[src/rtl/shamt_seq_shifter_pkg.sv]
// Shared constants and types for the bit-serial shamt shifter.
// Op and state encodings are fixed 2-bit values used by the RTL and the bench.
package shamt_seq_shifter_pkg;

    localparam int DATA_W  = 32;
    localparam int SHAMT_W = 5;

    localparam logic [1:0] OP_SLL  = 2'b00;
    localparam logic [1:0] OP_SRL  = 2'b01;
    localparam logic [1:0] OP_SRA  = 2'b10;
    localparam logic [1:0] OP_PASS = 2'b11;

    typedef enum logic [1:0] {
        IDLE  = 2'd0,
        SHIFT = 2'd1,
        DONE  = 2'd2
    } state_e;

    // Zero shift or pass-through skips the SHIFT state entirely.
    function automatic logic is_single_cycle(input logic [1:0] op,
                                             input logic [SHAMT_W-1:0] shamt);
        return (shamt == '0) || (op == OP_PASS);
    endfunction

endpackage

[src/rtl/shamt_seq_shifter_if.sv]
// Start/done handshake and operand bus between the execute control path and the shifter.
// The master drives the request side; the shifter is the slave.
interface shamt_seq_shifter_if;
    import shamt_seq_shifter_pkg::*;

    logic              i_start;
    logic [1:0]        i_op;
    logic [DATA_W-1:0] i_operand;
    logic [DATA_W-1:0] i_shamt_ext;
    logic              o_busy;
    logic              o_done;
    logic [DATA_W-1:0] o_result;

    modport master (
        output i_start, i_op, i_operand, i_shamt_ext,
        input  o_busy, o_done, o_result
    );

    modport slave (
        input  i_start, i_op, i_operand, i_shamt_ext,
        output o_busy, o_done, o_result
    );

endinterface

[src/rtl/shamt_seq_shifter_shift1_unit.sv]
// Combinational single-position shifter: one step of SLL/SRL/SRA, pass-through otherwise.
module shift1_unit
    import shamt_seq_shifter_pkg::*;
(
    input  logic [1:0]        i_op,
    input  logic [DATA_W-1:0] i_data,
    output logic [DATA_W-1:0] o_data
);

    always_comb begin
        o_data = i_data;
        case (i_op)
            OP_SLL:  o_data = {i_data[DATA_W-2:0], 1'b0};
            OP_SRL:  o_data = {1'b0, i_data[DATA_W-1:1]};
            OP_SRA:  o_data = {i_data[DATA_W-1], i_data[DATA_W-1:1]};
            default: o_data = i_data;
        endcase
    end

endmodule

[src/rtl/shamt_seq_shifter.sv]
// Multi-cycle shift unit: one bit position per clock, start/done handshake.
// Latency is shamt[4:0]+1 cycles (1 cycle for zero shift or pass-through).
module shamt_seq_shifter
    import shamt_seq_shifter_pkg::*;
(
    input  logic               i_clk,
    input  logic               i_reset,
    shamt_seq_shifter_if.slave bus
);

    state_e                    r_state;
    state_e                    w_state_nxt;
    logic [DATA_W-1:0]         r_data;
    logic [1:0]                r_op;
    logic [SHAMT_W-1:0]        r_cnt;
    logic [DATA_W-1:0]         w_shifted;
    logic [SHAMT_W-1:0]        w_shamt;
    logic                      w_accept;
    logic                      w_busy;
    logic                      w_done;
    logic [DATA_W-SHAMT_W-1:0] w_unused_shamt_hi;

    assign w_shamt           = bus.i_shamt_ext[SHAMT_W-1:0];
    assign w_unused_shamt_hi = bus.i_shamt_ext[DATA_W-1:SHAMT_W];
    assign w_accept          = (r_state == IDLE) && bus.i_start;

    shift1_unit u_shift1 (
        .i_op   (r_op),
        .i_data (r_data),
        .o_data (w_shifted)
    );

    always_ff @(posedge i_clk) begin
        if (i_reset) begin
            r_state <= IDLE;
        end else begin
            r_state <= w_state_nxt;
        end
    end

    always_comb begin
        w_state_nxt = r_state;
        w_busy      = 1'b0;
        w_done      = 1'b0;
        case (r_state)
            IDLE: begin
                if (bus.i_start) begin
                    w_state_nxt = is_single_cycle(bus.i_op, w_shamt) ? DONE : SHIFT;
                end
            end
            SHIFT: begin
                w_busy = 1'b1;
                if (r_cnt == SHAMT_W'(1)) begin
                    w_state_nxt = DONE;
                end
            end
            DONE: begin
                w_busy      = 1'b1;
                w_done      = 1'b1;
                w_state_nxt = IDLE;
            end
            default: begin
                w_state_nxt = IDLE;
            end
        endcase
    end

    // Data/op/count only load on an accepted start, so result holds through IDLE.
    always_ff @(posedge i_clk) begin
        if (i_reset) begin
            r_data <= '0;
            r_op   <= OP_SLL;
            r_cnt  <= '0;
        end else if (w_accept) begin
            r_data <= bus.i_operand;
            r_op   <= bus.i_op;
            r_cnt  <= w_shamt;
        end else if (r_state == SHIFT) begin
            r_data <= w_shifted;
            r_cnt  <= r_cnt - SHAMT_W'(1);
        end
    end

    assign bus.o_busy   = w_busy;
    assign bus.o_done   = w_done;
    assign bus.o_result = r_data;

endmodule
[src/flat_wrapper.sv]
// flat-port wrapper written by rule: the top's interface ports become plain ports
module shamt_seq_shifter_flat import shamt_seq_shifter_pkg::*;
  (i_clk, i_reset, bus_i_start, bus_i_op, bus_i_operand, bus_i_shamt_ext, bus_o_busy, bus_o_done, bus_o_result);
  shamt_seq_shifter_if bus_i ();
  input  logic i_clk;
  input  logic i_reset;
  input wire logic [$bits(bus_i.i_start)-1:0] bus_i_start;
  input wire logic [$bits(bus_i.i_op)-1:0] bus_i_op;
  input wire logic [$bits(bus_i.i_operand)-1:0] bus_i_operand;
  input wire logic [$bits(bus_i.i_shamt_ext)-1:0] bus_i_shamt_ext;
  output wire logic [$bits(bus_i.o_busy)-1:0] bus_o_busy;
  output wire logic [$bits(bus_i.o_done)-1:0] bus_o_done;
  output wire logic [$bits(bus_i.o_result)-1:0] bus_o_result;
  assign bus_i.i_start = bus_i_start;
  assign bus_i.i_op = bus_i_op;
  assign bus_i.i_operand = bus_i_operand;
  assign bus_i.i_shamt_ext = bus_i_shamt_ext;
  assign bus_o_busy = bus_i.o_busy;
  assign bus_o_done = bus_i.o_done;
  assign bus_o_result = bus_i.o_result;
  shamt_seq_shifter u_core (.i_clk(i_clk), .i_reset(i_reset), .bus(bus_i));
endmodule
[config.mk]
export PLATFORM = sky130hd
export DESIGN_NAME = shamt_seq_shifter_flat
export DESIGN_NICKNAME = d
export VERILOG_FILES = /design/src/rtl/shamt_seq_shifter_pkg.sv /design/src/rtl/shamt_seq_shifter_if.sv /design/src/rtl/shamt_seq_shifter_shift1_unit.sv /design/src/rtl/shamt_seq_shifter.sv /design/src/flat_wrapper.sv
export SDC_FILE = /design/constraint.sdc
export NUM_CORES = 1
export LEC_CHECK = 0
export CELL_PAD_IN_SITES_DETAIL_PLACEMENT = 2
export CELL_PAD_IN_SITES_GLOBAL_PLACEMENT = 2
export CORE_AREA = 2 2 93 117
export DETAILED_ROUTE_END_ITERATION = 7
export DIE_AREA = 0 0 95 119
export GPL_ROUTABILITY_DRIVEN = 0
export MAX_ROUTING_LAYER = met4
export PLACE_DENSITY_LB_ADDON = 0.1
export SLEW_MARGIN = 30
export SYNTH_ARGS = -nofsm -noshare
export SYNTH_HDL_FRONTEND = slang
export SYNTH_SLANG_ARGS = --single-unit
[constraint.sdc]
create_clock -name i_clk -period 3.09 [get_ports i_clk]
set_input_delay 0.618 -clock i_clk [delete_from_list [all_inputs] [get_ports i_clk]]
set_output_delay 0.618 -clock i_clk [all_outputs]
set_load 0.01 [all_outputs]
==> results.cfg <==
[timing]
max_slew_margin_pct = 34.30
worst_pin_slew_ns = 0.9855
fin_setup_tns_ns = 0
fin_worst_skew_ns = 0.002655
setup_ws_ns = 0.9002
fmax_ghz = 0.4567
fin_crit_sh_pct = 70.87
hold_viol_final = 0
final-max-slew-violation-count = 0
setup_violations = 0
period_minus_slack_ns = 2.190
rsz0062_at_grt = false

[global_routing]
grt_max_degree = 76
grt_pass1_vias = 2566
grt.total_usage_pct = 15.62
gr-total-overflow = 0
antenna_found_initial = 0
grt_pass1_wl_um = 13630

[critical_path]
critPathArrivalTime_ns = 2.31
reg2reg_from = u_core.r_op[0]$_SDFFE_PP0P_
worstSetupEndpointType = flip-flop
worstSetupPathType = flip-flop to flip-flop
worstPathMaxFanout = 31
start_kind = flip-flop
cp.required_ns = 3.21
reg2reg_to = u_core.bus.o_result[0]$_SDFFE_PP0P_
rr_worst_depth = 5
r2r_slack_ns = 0.90

[route]
post_drt_wl_per_cell_um = 18.45
ant_nets = 0
firstDrtPassIters = 4
drt-initial-drc-count = 110
vias = 2480
drt_wl_total_um = 8360
vias_per_cell = 5.475
drc_errors = 0

[power]
p_leak_nw = 1.296
vdd_drop_max_mv = 0.1977
power_density_nw_per_um2 = 562.7
design_power_total_mw = 2.008

[synth]
synth_area_per_cell_sq_um = 9.773
synth-seq-cells = 41
yosys_warnings = 0
synth_area_leaders = dfxtp_1 32%, o41ai_2 18%, a221oi_1 11%, nand4b_1 10%, nor2_1 5.5%
synth_edf_count = 0
ys_seq_area_share_pct = 31.81
synth_common_cells = 41 x dfxtp_1, 38 x nor2_1, 31 x a221oi_1
synth_largest_area_cell = dfxtp_1
async_reset_ff_share_pct = 0
synth.most_common_cell = dfxtp_1
syn_inst = 264
synth.top_cell.area_share_pct = 31.81
synth_cell_types = 33
synth_flop_cell = dfxtp_1
syn_area_sq_um = 2580
synth_nets = 341

[clocking]
cts_setup_buffers = 0
cts.clk_slew.worst_paths_ns = 0.06
root_buffer = clkbuf_16
cts.path.max_buffers = 2
clock_latency_ns = 0.29
cts_buffers = 5
cts-hold-fix-buffers = 0
htree_levels = 2
cts_resized = 0
tritoncts = yes
cts.sinks = 41

[floorplanning]
die_h_um = 119
die_w_um = 95
core_area_sq_um = 10350
row_count = 42
top_level_ports = 103
die_area_sq_um = 11310
initial_utilization_pct = 24.92

[worst_hold_path]
min_to = u_core.r_op[0]$_SDFFE_PP0P_
worstHoldStart = u_core.r_op[0]$_SDFFE_PP0P_
hold_path_depth = 2
hold_class = flip-flop to flip-flop

[layout]
areaGrowthSynthToFinish_pct = 38.31
multiInputGateArea_sq_um = 1573
regArea_sq_um = 820.8
fill_cells = 1123
nets = 397
drive_gt1_share_pct = 15.89
num_antenna_cells = 0

[placement]
hpwl_um = 5322
pre_cts_ws_ns = 0.5615
io_buffers = 75

[outcome]
outcome = completed

[run]
cap_violations = 0
## flip-flops by register name, summed over array words and instances (netlist names)
signal,flops
u_core.bus.o_result,32
u_core.r_cnt,5
u_core.r_op,2
u_core.r_state,2
## routing by layer
| metal | vias to the layer above | global-route usage, % | share of wire [%] | wire [um] |
|---|---|---|---|---|
| met3 | 4 | 2.910 | 3.8 | 320 |
| met2 | 53 | 25.27 | 50 | 4197 |
| met1 | 1265 | 19.73 | 45 | 3778 |
| met5 | - | - | 0 | 0 |
| li1 | 1158 | - | - | - |
| met4 | 0 | 4.620 | 0.75 | 63 |
## layout make-up
| class | count | share of cell area (%) |
|---|---|---|
| Clock buffer | 7 | 4.278 |
| Clock inverter | 1 | 0.1403 |
| Inverter | 9 | 0.9467 |
| Multi-Input combinational cell | 180 | 44.07 |
| Sequential cell | 41 | 23.00 |
| Tap cell | 132 | 4.628 |
| Timing Repair Buffer | 83 | 22.93 |
## worst max-delay path, cell delays in order (launching register included)
cell and delay (ns):
dfxtp_1 0.35, inv_1 0.08, ha_1 0.28, o31ai_4 0.27
and2_2 0.83, a221oi_1 0.22
## logic make-up (layout without fill, tap and decap cells)
family                     after synthesis  in the layout  synth area share (%)
AOI/OAI and AO/OA                       82             82                 35.21
xor gates and xnor gates                 3              3                 1.019
adders and majority gates                8              8                 3.880
buffers and inverters                   43            100                 7.711
DFF                                     41             41                 31.81
and+or+nand+nor                         87             87                 20.37
## how the worst max path moves through the flow
stage	startpoint	to	slack (ns)	depth (start not counted)
floorplan	u_core.r_op[0]$_SDFFE_PP0P_	u_core.bus.o_result[11]$_SDFFE_PP0P_	1.44	7
global placement	bus_i_start	u_core.bus.o_result[0]$_SDFFE_PP0P_	0.62	5
detailed placement	bus_i_start	u_core.bus.o_result[0]$_SDFFE_PP0P_	0.56	5
CTS	u_core.r_op[0]$_SDFFE_PP0P_	u_core.bus.o_result[0]$_SDFFE_PP0P_	0.85	5
global route	u_core.r_op[1]$_SDFFE_PP0P_	u_core.bus.o_result[18]$_SDFFE_PP0P_	0.71	6
finish	u_core.r_op[0]$_SDFFE_PP0P_	u_core.bus.o_result[0]$_SDFFE_PP0P_	0.90	5
## through the flow
stage                     instances  util (%)  area [sq um]  hold WS (ns)
after detailed placement        445     32.95          3411        0.4796
after global routing            453     34.47          3568        0.5207
after CTS                       453     34.47          3568        0.4886
final                           453     34.47          3568        0.4817
after floorplan                 264         -          2580        0.4530
after global placement          445     32.95          3411        0.4687
## where the power goes
part	internal (mW)	total [mW]	switching [mW]
combinational	0.341	0.730	0.390
clock	0.343	0.573	0.230
sequential	0.610	0.705	0.0943
total	1.29	2.01	0.714
## layout by cell type, fill, tap and decap left out, types with 2 or more instances in the layout
cell type and n:
o211a_1 2, o41ai_2 29, xnor2_1 2, o21ai_0 3, dfxtp_1 41, or4b_1 2, a21oi_1 4, a311oi_1 2
or4_1 2, inv_1 9, clkdlybuf4s50_1 74, nand4b_1 30, clkbuf_8 2, a211oi_1 3, ha_1 8, nor2_1 38
clkbuf_16 5, a221oi_1 31, buf_4 7, nand2_1 9
Note: power is estimated with default switching activity, not from simulation.
